==> config.mk <==
export PLATFORM = sky130hd
export DESIGN_NAME = multiplicador_seq_param
export DESIGN_NICKNAME = d
export VERILOG_FILES = /design/src/rtl/multiplicador_seq_param.sv
export SDC_FILE = /design/constraint.sdc
export NUM_CORES = 1
export LEC_CHECK = 0
export BUFFER_PORTS_ARGS = -buffer_cell sky130_fd_sc_hd__buf_2
export CAP_MARGIN = 20
export CORE_MARGIN = 2
export CORE_UTILIZATION = 55
export CTS_BUF_LIST = sky130_fd_sc_hd__clkbuf_2
export DETAILED_ROUTE_END_ITERATION = 6
export GPL_TIMING_DRIVEN = 0
export PLACE_DENSITY = 0.9
export RECOVER_POWER = 50
export SLEW_MARGIN = 20
export SYNTH_ARGS = -nofsm -noshare
export SYNTH_HDL_FRONTEND = slang
export SYNTH_SLANG_ARGS = --single-unit
==> constraint.sdc <==
create_clock -name Clk -period 2.4 [get_ports Clk]
set_input_delay 0 -clock Clk [delete_from_list [all_inputs] [get_ports Clk]]
set_output_delay 0 -clock Clk [all_outputs]
set_load 0.03 [all_outputs]
==> src/rtl/multiplicador_seq_param.sv <==
// Sequential shift-add multiplier with selectable signed/unsigned operands.
// One iteration per clock over WIDTH cycles, then a one-cycle result/Pronto stage.
//
// state | meaning
// IDLE  | waiting for St; operands and mode captured on start
// CALC  | one shift-add iteration per cycle, WIDTH iterations
// FIM   | apply sign to the magnitude, load Produto, pulse Pronto

module multiplicador_seq_param #(
    parameter int unsigned WIDTH = 16
) (
    input  logic               Clk,
    input  logic               Reset,
    input  logic               St,
    input  logic               Signed,
    input  logic [WIDTH-1:0]   Multiplicando,
    input  logic [WIDTH-1:0]   Multiplicador,
    output logic [2*WIDTH-1:0] Produto,
    output logic               Pronto,
    output logic               Ocupado
);

    localparam int unsigned CW = (WIDTH > 2) ? $clog2(WIDTH) : 1;

    typedef enum logic [1:0] {
        IDLE = 2'd0,
        CALC = 2'd1,
        FIM  = 2'd2
    } state_t;

    state_t state, state_next;

    logic [WIDTH-1:0]   mcand;
    logic [2*WIDTH-1:0] acc;
    logic [CW-1:0]      cnt;
    logic               neg;

    logic [WIDTH-1:0]   mag_a;
    logic [WIDTH-1:0]   mag_b;
    logic [WIDTH:0]     sum;
    logic               last_iter;

    // The most-negative operand negates to itself, which read unsigned is 2^(WIDTH-1).
    always_comb begin
        mag_a = Multiplicando;
        mag_b = Multiplicador;
        if (Signed && Multiplicando[WIDTH-1]) begin
            mag_a = -Multiplicando;
        end
        if (Signed && Multiplicador[WIDTH-1]) begin
            mag_b = -Multiplicador;
        end
    end

    // Upper half accumulates partial products; lower half holds the multiplier being shifted out.
    always_comb begin
        sum = {1'b0, acc[2*WIDTH-1:WIDTH]};
        if (acc[0]) begin
            sum = {1'b0, acc[2*WIDTH-1:WIDTH]} + {1'b0, mcand};
        end
    end

    assign last_iter = (cnt == CW'(WIDTH - 1));

    always_comb begin
        state_next = state;
        case (state)
            IDLE: if (St) state_next = CALC;
            CALC: if (last_iter) state_next = FIM;
            FIM:  state_next = IDLE;
            default: state_next = IDLE;
        endcase
    end

    always_ff @(posedge Clk) begin
        if (!Reset) begin
            state <= IDLE;
        end else begin
            state <= state_next;
        end
    end

    always_ff @(posedge Clk) begin
        if (!Reset) begin
            mcand   <= '0;
            acc     <= '0;
            cnt     <= '0;
            neg     <= 1'b0;
            Produto <= '0;
            Pronto  <= 1'b0;
        end else begin
            Pronto <= 1'b0;
            case (state)
                IDLE: begin
                    if (St) begin
                        mcand <= mag_a;
                        acc   <= {{WIDTH{1'b0}}, mag_b};
                        cnt   <= '0;
                        neg   <= Signed & (Multiplicando[WIDTH-1] ^ Multiplicador[WIDTH-1]);
                    end
                end
                CALC: begin
                    acc <= {sum, acc[WIDTH-1:1]};
                    cnt <= cnt + 1'b1;
                end
                FIM: begin
                    Produto <= neg ? -acc : acc;
                    Pronto  <= 1'b1;
                end
                default: begin
                    Pronto <= 1'b0;
                end
            endcase
        end
    end

    assign Ocupado = (state != IDLE);

endmodule

# Word-level counts from Yosys, hierarchy flattened
# Index checks and enable logic that the tools add are counted.
# word_totals
reg_bits	88
out_inout_bits	34
wordCells	39
# op_classes
add_sub_neg	5
n_eq_ne	5
muxes	12
bitwise	2
reduce_logical	8
# ops
operator	count
2-to-1 mux 32 bit	2
case mux 32 bit (2 select lines)	1
2-to-1 mux 16 bit	2
negation 16 bit	2
negation 32 bit	1
adder 16 x 16 -> 17 bit	1
2-to-1 mux 17 bit	1
case mux 4 bit (2 select lines)	1
AND reduction 2 bit	3
adder 4 x 1 -> 4 bit (second input constant)	1
== test 4 bit (second input constant)	1
2-to-1 mux 2 bit	2
2-to-1 mux 4 bit	1
!= test 2 bit (second input constant)	2
case mux 2 bit (2 select lines)	1
nonzero test 2 bit	2
== test 2 x 1 -> 1 bit (second input constant)	1
== test 2 bit (second input constant)	1
logical AND 1 bit	2
zero test 2 bit	1
AND 1 bit	1
2-to-1 mux 1 bit	1
XOR 1 bit	1

# Logic depth before layout (Yosys ltp)
# Gate-level depths: netlist of run 1.
# logic_depth
word_depth	4
mapped_depth	9
mapped_depth_nobuf	9

# Least setup slack after synthesis of run 1
# OpenSTA, ideal clock, no wires.
# synth_timing
kind	reg-to-reg
from	register acc[0]
to	register Produto[16]
setup_time_ns	0.116
arrival_time_ns	2.398
required_time_ns	2.284
path_slack_ns	-0.115
path_stages_with_launch	10
path_buffers	1
period_less_slack_ns	2.515
cell_sequence	dfxtp_1 > inv_1 > clkbuf_1 > ha_1 > or3b_2 > or4_1 > o21ai_1 > xor2_1 > nand2_1 > o211a_1
# synth_via
elab_chain_len	2
# synth_rtl
item	line_no	text
start, declared	34	logic [2*WIDTH-1:0] acc;
start signal, assigned	97	acc <= {{WIDTH{1'b0}}, mag_b};
start signal, assigned	103	acc <= {sum, acc[WIDTH-1:1]};
negation 32 bit	107	Produto <= neg ? -acc : acc;
2-to-1 mux 32 bit	107	
end signal, assigned	107	
end, declared	18	output logic [2*WIDTH-1:0] Produto,
# Every way passes these cells.
# A chain may end at the register's enable or synchronous reset.

# Final worst setup path of run 1
# layout_timing
from	register acc[0]
to	register Produto[15]
# Same word-level chain as after synthesis.

==> results of run 1 <==
## timing repair
action                     CTS  global route
hold buffers                42             0
gates resized for setup     20            21
pin swaps                    0             6
hold endpoints to repair    47             0
setup endpoints to repair   18            22
setup buffers                1             2
## routing by layer
layer / routed length [um] / vias to the layer above
met2: 8096 / 386
met3: 1636 / 98
met1: 6591 / 2691
li1: - / 2653
met5: 0 / -
met4: 827 / 0
## cell usage in the layout (no fill, tap or decap), types with 4 or more instances in the layout
master         Yosys  final
nand4_1            6      6
nand2_1           89     87
nand2b_1           6      6
o41ai_2            2      4
xor2_1            45     45
a21boi_0          10     10
o21a_1             6      6
or3_1              5      5
clkbuf_1          30     63
nor2b_1           20     20
a21o_1            12     12
and3_1            10     10
o21ai_0           60     56
buf_1              4      4
or4_4              6      7
o211ai_1           5      5
buf_2              2     35
a21oi_1           32     32
xnor2_1           15     15
inv_1             17     16
o211a_1           19     19
nor2_1            25     25
clkbuf_2           0     11
and2_1             7      6
a31oi_1            4      4
mux2i_1            4      4
o31ai_1           13     10
nor3_1            12     12
dfxtp_2            0      5
dlygate4sd3_1      0     41
o21ai_1            5      7
a222oi_1          11     11
ha_1              20     19
nand3_1           20     20
dfxtp_1           88     82
## power groups by stage
stage               combinational [mW]  clock (mW)  sequential (mW)
detailed placement               0.646           0             1.62
global route                     0.842       0.832             1.61
global placement                 0.621           0             1.62
floorplan                        0.469           0             1.60
CTS                              0.737       0.772             1.60
finish                           0.781       0.782             1.60
## how the worst max path moves through the flow
stage,start,endpoint,slack (ns)
floorplan,acc[0]$_SDFFE_PN0P_,Produto[16]$_SDFFE_PN0P_,0.02
global placement,acc[0]$_SDFFE_PN0P_,Produto[26]$_SDFFE_PN0P_,-0.50
detailed placement,acc[0]$_SDFFE_PN0P_,Produto[26]$_SDFFE_PN0P_,-0.57
CTS,acc[22]$_SDFFE_PN0P_,acc[29]$_SDFFE_PN0P_,0.001
global route,acc[16]$_SDFFE_PN0P_,acc[29]$_SDFFE_PN0P_,-0.02
finish,acc[0]$_SDFFE_PN0P_,Produto[15]$_SDFFE_PN0P_,0.07
## final cells by class
cell class,count,area [um2]
inverter,17,63.81
timing repair buffer,113,734.5
tap,133,166.4
clock inverter,7,66.31
multi-input combinational,519,3601
sequential,88,1772
clock buffer,9,45.04
buffer,36,150.1
fill,747,3085
## critical path, cell delays in order (launching register included)
cell	delay (ns)
dfxtp_1	0.40
buf_4	0.18
or4_4	0.57
or2_4	0.27
or3_4	0.36
o41ai_4	0.22
xor2_1	0.22
o21ai_1	0.08
## state kept, by name, indices dropped and copies added (netlist names)
signal	flops
neg	1
Pronto	1
state	2
mcand	16
Produto	32
acc	32
cnt	4
## logic make-up after synthesis
| kind of cell | after synthesis |
|---|---|
| xor gates and xnor gates | 60 |
| buffers and inverters | 53 |
| AOI/OAI and AO/OA | 208 |
| DFF | 88 |
| adders and majority gates | 21 |
| muxes | 4 |
| and+or+nand+nor | 226 |
==> results.cfg, run 1 <==
[yosys]
yosys.area_share.simple_pct = 21.64
yosys-top-cells-count = nand2_1 (89), dfxtp_1 (88), o21ai_0 (60)
synth_top_family_by_area = compound AO/OA/AOI/OAI gates
ys_ff_latch = 88
synthFlopType = dfxtp_1
ys_seq_area_share_pct = 32.35
synthMuxAreaShare_pct = 0.7351
yosys.area_share.adder_pct = 4.962
syn_area_per_cell_um2 = 8.252
yosysTopAreaCellShare_pct = 32.35
synthXorXnorAreaFrac_pct = 9.649
synth_edf_count = 0
synth.area.top_cells = dfxtp_1 (32%), xor2_1 (7.2%), nand2_1 (6.1%), o21ai_0 (5.5%), ha_1 (4.6%)
yosysUniqueCellTypes = 58
synth_compound_area_share_pct = 26.97
ys_warn_count = 0
synthCells = 660
netlist_area_um2 = 5446
synth_top_cell_by_area = dfxtp_1
synth.net_count = 717
async_reset_ff_share_pct = 0
synth.most_common_cell = nand2_1

[cts]
clockRootBuffer = clkbuf_2
clk_pin_slew_ns = 0.31
cts_tree = built
clock-sinks = 88
numCtsBuffers = 9
h-tree-depth = 3
insertion_delay_ns = 0.58
cts.path.max_buffers = 2

[critical_path]
end_kind = flip-flop
cp_max_fo = 7
worst-setup-path-type = flip-flop to flip-flop
crit_path_start_kind = flip-flop
reg2reg_depth = 7
reg2reg_to = Produto[15]$_SDFFE_PN0P_
worstPathArrival_ns = 2.86
rr_startpoint = acc[0]$_SDFFE_PN0P_
required_ns = 2.93
reg2reg_setup_slack_ns = 0.07

[final_layout]
finish.instance_area_um2 = 6599
finalNetCount = 841
fin_util_pct = 68.14
area_growth_pct = 21.16
drive_above_1_share_pct = 12.67
antenna_cells = 0
finalNonFillerCells = 922

[route]
drt_wl_total_um = 17150
wl_per_cell_um = 18.60
detail_route.first_pass.iterations = 7
drc = 2
final_antenna_net_count = 0
drtIter0Drc = 724
viasPerCell = 6.321
num_vias = 5828

[die]
fp.dieH_um = 103.5
core_um2 = 9684
start_util_pct = 56.24
rows = 36
io_pins = 70
die-area_um2 = 10710
die_width_um = 103.5

[hold_path]
min_from = Multiplicando[15]
whs_path_depth = 4
min_path_type = input port to flip-flop
hold_end = mcand[15]$_SDFFE_PN0P_

[global_route]
grt_max_degree = 19
overflow = 0
track_usage_pct = 30.89
antenna_found_initial = 0
grt_pass1_vias = 5561
use_met1_pct = 37.82
grt.busiest_layer = met2
grt.met2_usage_pct = 52.37
grt_pass1_wl_um = 27170
met3_usage_pct = 5.727

[power]
p_sw_share_pct = 36.24
leakage_nw = 2.777
clockPowerShare_pct = 24.7
p_per_area_nw_per_um2 = 479.9
ir_worst_vdd_v = 0.0003071
pwr-share-seq_pct = 50.6
p_int_mw = 2.019
pwr-share-comb_pct = 24.7
p_switching_mw = 1.147
p_total_mw = 3.166

[placed_design]
port_buffers = 69
place_ws_ns = -0.5701
hpwl_um = 11750
place_congestion = 0.9416
dpl_cell_area_um2 = 5962
dp_cells = 862

[timing]
maxSlewViolCount = 0
rsz0062_at_grt = yes
tns_ns = 0
worstMarginPinSlew_ns = 0.8359
finClkSkew_ns = 0.04370
setup_violations = 0
fmax_ghz = 0.4295
min_period_ns = 2.328
fin_ws_ns = 0.07151
period_share_pct = 97.02
relSlewSlack_pct = 43.76
finalHoldWorstSlack_ns = 0.2614
hold_viol = 0

[run]
cap_viol_max_count = 0

[status]
violations = DRC
status = finished, violations left
Power figures use the tool's default switching activity.
==> run 2, diff against run 1 <==
--- a/config.mk
+++ b/config.mk
@@ -12,7 +12,7 @@
 export CTS_BUF_LIST = sky130_fd_sc_hd__clkbuf_2
 export DETAILED_ROUTE_END_ITERATION = 6
 export GPL_TIMING_DRIVEN = 0
-export PLACE_DENSITY = 0.9
+export PLACE_DENSITY = 0.76
 export RECOVER_POWER = 50
 export SLEW_MARGIN = 20
 export SYNTH_ARGS = -nofsm -noshare
==> results.cfg, run 2 (synthesis results as in run 1) <==
[final_layout]
drive_above_1_share_pct = 11.66
final_cell_mix = nand2_1 (88), dfxtp_1 (83), clkbuf_1 (62)
antenna_cells = 0
fillers = 826
area_growth_pct = 20.12
fin_util_pct = 67.56
finish.instance_area_um2 = 6543
layout_commonest_cell = nand2_1
reg_top3 = Produto x32, acc x32, mcand x16
finalNetCount = 841

[route]
final_antenna_net_count = 0
drt_wl_total_um = 15970
drtIter0Drc = 467
detail_route.first_pass.iterations = 6
viasPerCell = 5.999
wl_per_cell_um = 17.32
num_vias = 5531
drc = 0

[cts]
clock-sinks = 88
clockRootBuffer = clkbuf_2
cts_tree = built
cts.path.max_buffers = 2
insertion_delay_ns = 0.55
h-tree-depth = 3
numCtsBuffers = 9
clk_pin_slew_ns = 0.26

[timing]
worstMarginPinSlew_ns = 1.109
finClkSkew_ns = 0.04127
relSlewSlack_pct = 25.41
maxSlewViolCount = 0
hold_viol = 0
min_period_ns = 2.347
fmax_ghz = 0.4261
finalHoldWorstSlack_ns = 0.2628
period_share_pct = 97.79
rsz0062_at_grt = no
setup_violations = 0

[power]
p_per_area_nw_per_um2 = 482.0
leakage_nw = 2.738
ir_worst_vdd_v = 0.0003287
p_int_mw = 2.096
pwr-share-seq_pct = 50.8
p_switching_mw = 1.058
p_total_mw = 3.154
clockPowerShare_pct = 25.3
p_sw_share_pct = 33.54
pwr-share-comb_pct = 23.8

[placed_design]
place_congestion = 0.9518
hpwl_um = 11370
port_buffers = 69
dpl_cell_area_um2 = 5962

[global_route]
antenna_found_initial = 0
overflow = 0
grt_pass1_vias = 5306
track_usage_pct = 28.91
grt_pass1_wl_um = 25310
grt_max_degree = 16

[die]
start_util_pct = 56.24
die_width_um = 103.5
core_um2 = 9684
io_pins = 70
die-area_um2 = 10710
rows = 36
fp.dieH_um = 103.5

[run]
cap_viol_max_count = 0

[critical_path]
worst-setup-path-type = flip-flop to flip-flop
worstPathArrival_ns = 2.83
required_ns = 2.88
cp_max_fo = 4
end_kind = flip-flop
crit_path_start_kind = flip-flop

[hold_path]
min_path_type = input port to flip-flop

[status]
status = finished clean
[run 2: cell count changes in the layout (fill, tap and decap cells not counted), sizes merged]
cell,change
inv,-4
dlygate4sd3,+1
bufinv,+1
clkinvlp,+2
[run 2: routing by layer]
metal / up-vias / part of all wire [%] / GRT usage [%]
li1: 2660 / - / -
met1: 2577 / 44 / 37.02
met2: 255 / 47 / 49.81
met3: 39 / 7.0 / 4.720
met4: 0 / 1.9 / 9.363
met5: - / 0 / 0
[run 2: final cells by class]
cell class	instances	area (um2)	area share (%)
multi-input combinational	519	3536	54.04
sequential	88	1770	27.06
timing repair buffer	113	738.2	11.28
tap	133	166.4	2.544
buffer	36	150.1	2.295
clock inverter	6	67.56	1.033
inverter	17	63.81	0.9753
clock buffer	10	50.05	0.7650
[run 2: power groups by stage]
stage / Sequential (mW) / Combinational (mW) / Clock [mW]
global placement: 1.62 / 0.618 / 0
global route: 1.61 / 0.818 / 0.836
floorplan: 1.60 / 0.469 / 0
finish: 1.60 / 0.752 / 0.799
detailed placement: 1.63 / 0.638 / 0
CTS: 1.60 / 0.727 / 0.794
[run 2: path summary, 6_finish.rpt]
| kind | cells after the start | to | slack (ns) | startpoint |
|---|---|---|---|---|
| worst max-delay path | 9 | acc[29]$_SDFFE_PN0P_ | 0.05 | acc[16]$_SDFFE_PN0P_ |
| worst min-delay path | 3 | acc[15]$_SDFFE_PN0P_ | 0.26 | Signed |
| worst max register to register | 9 | acc[29]$_SDFFE_PN0P_ | 0.05 | acc[16]$_SDFFE_PN0P_ |
| worst min register to register | 2 | Produto[19]$_SDFFE_PN0P_ | 0.48 | Produto[19]$_SDFFE_PN0P_ |
[run 2: stage by stage]
step	TNS, ns	worst slack (ns)	std cells
floorplan	0	0.01673	660
global placement	-2.817	-0.3818	862
detailed placement	-3.656	-0.4800	862
CTS	0	0.02142	921
global route	0	0.002224	922
finish	0	0.05312	922
[run 2: timing repair]
item / in CTS / in global routing
cloned: 0 / 0
hold buffers: 42 / 0
endpoints found under the hold margin: 44 / 0
gates resized for setup: 13 / 15
setup buffers: 1 / 1
pin swaps: 1 / 2
setup endpoints to repair: 16 / 26
[run 2: critical path: stages (launching register included)]
cell and delay [ns]:
dfxtp_4 0.44, ha_1 0.17, inv_1 0.06, fa_1 0.39, nand2b_1 0.18, a21o_1 0.21
a221oi_1 0.37, o41ai_1 0.13, xor2_1 0.16, o21ai_0 0.16
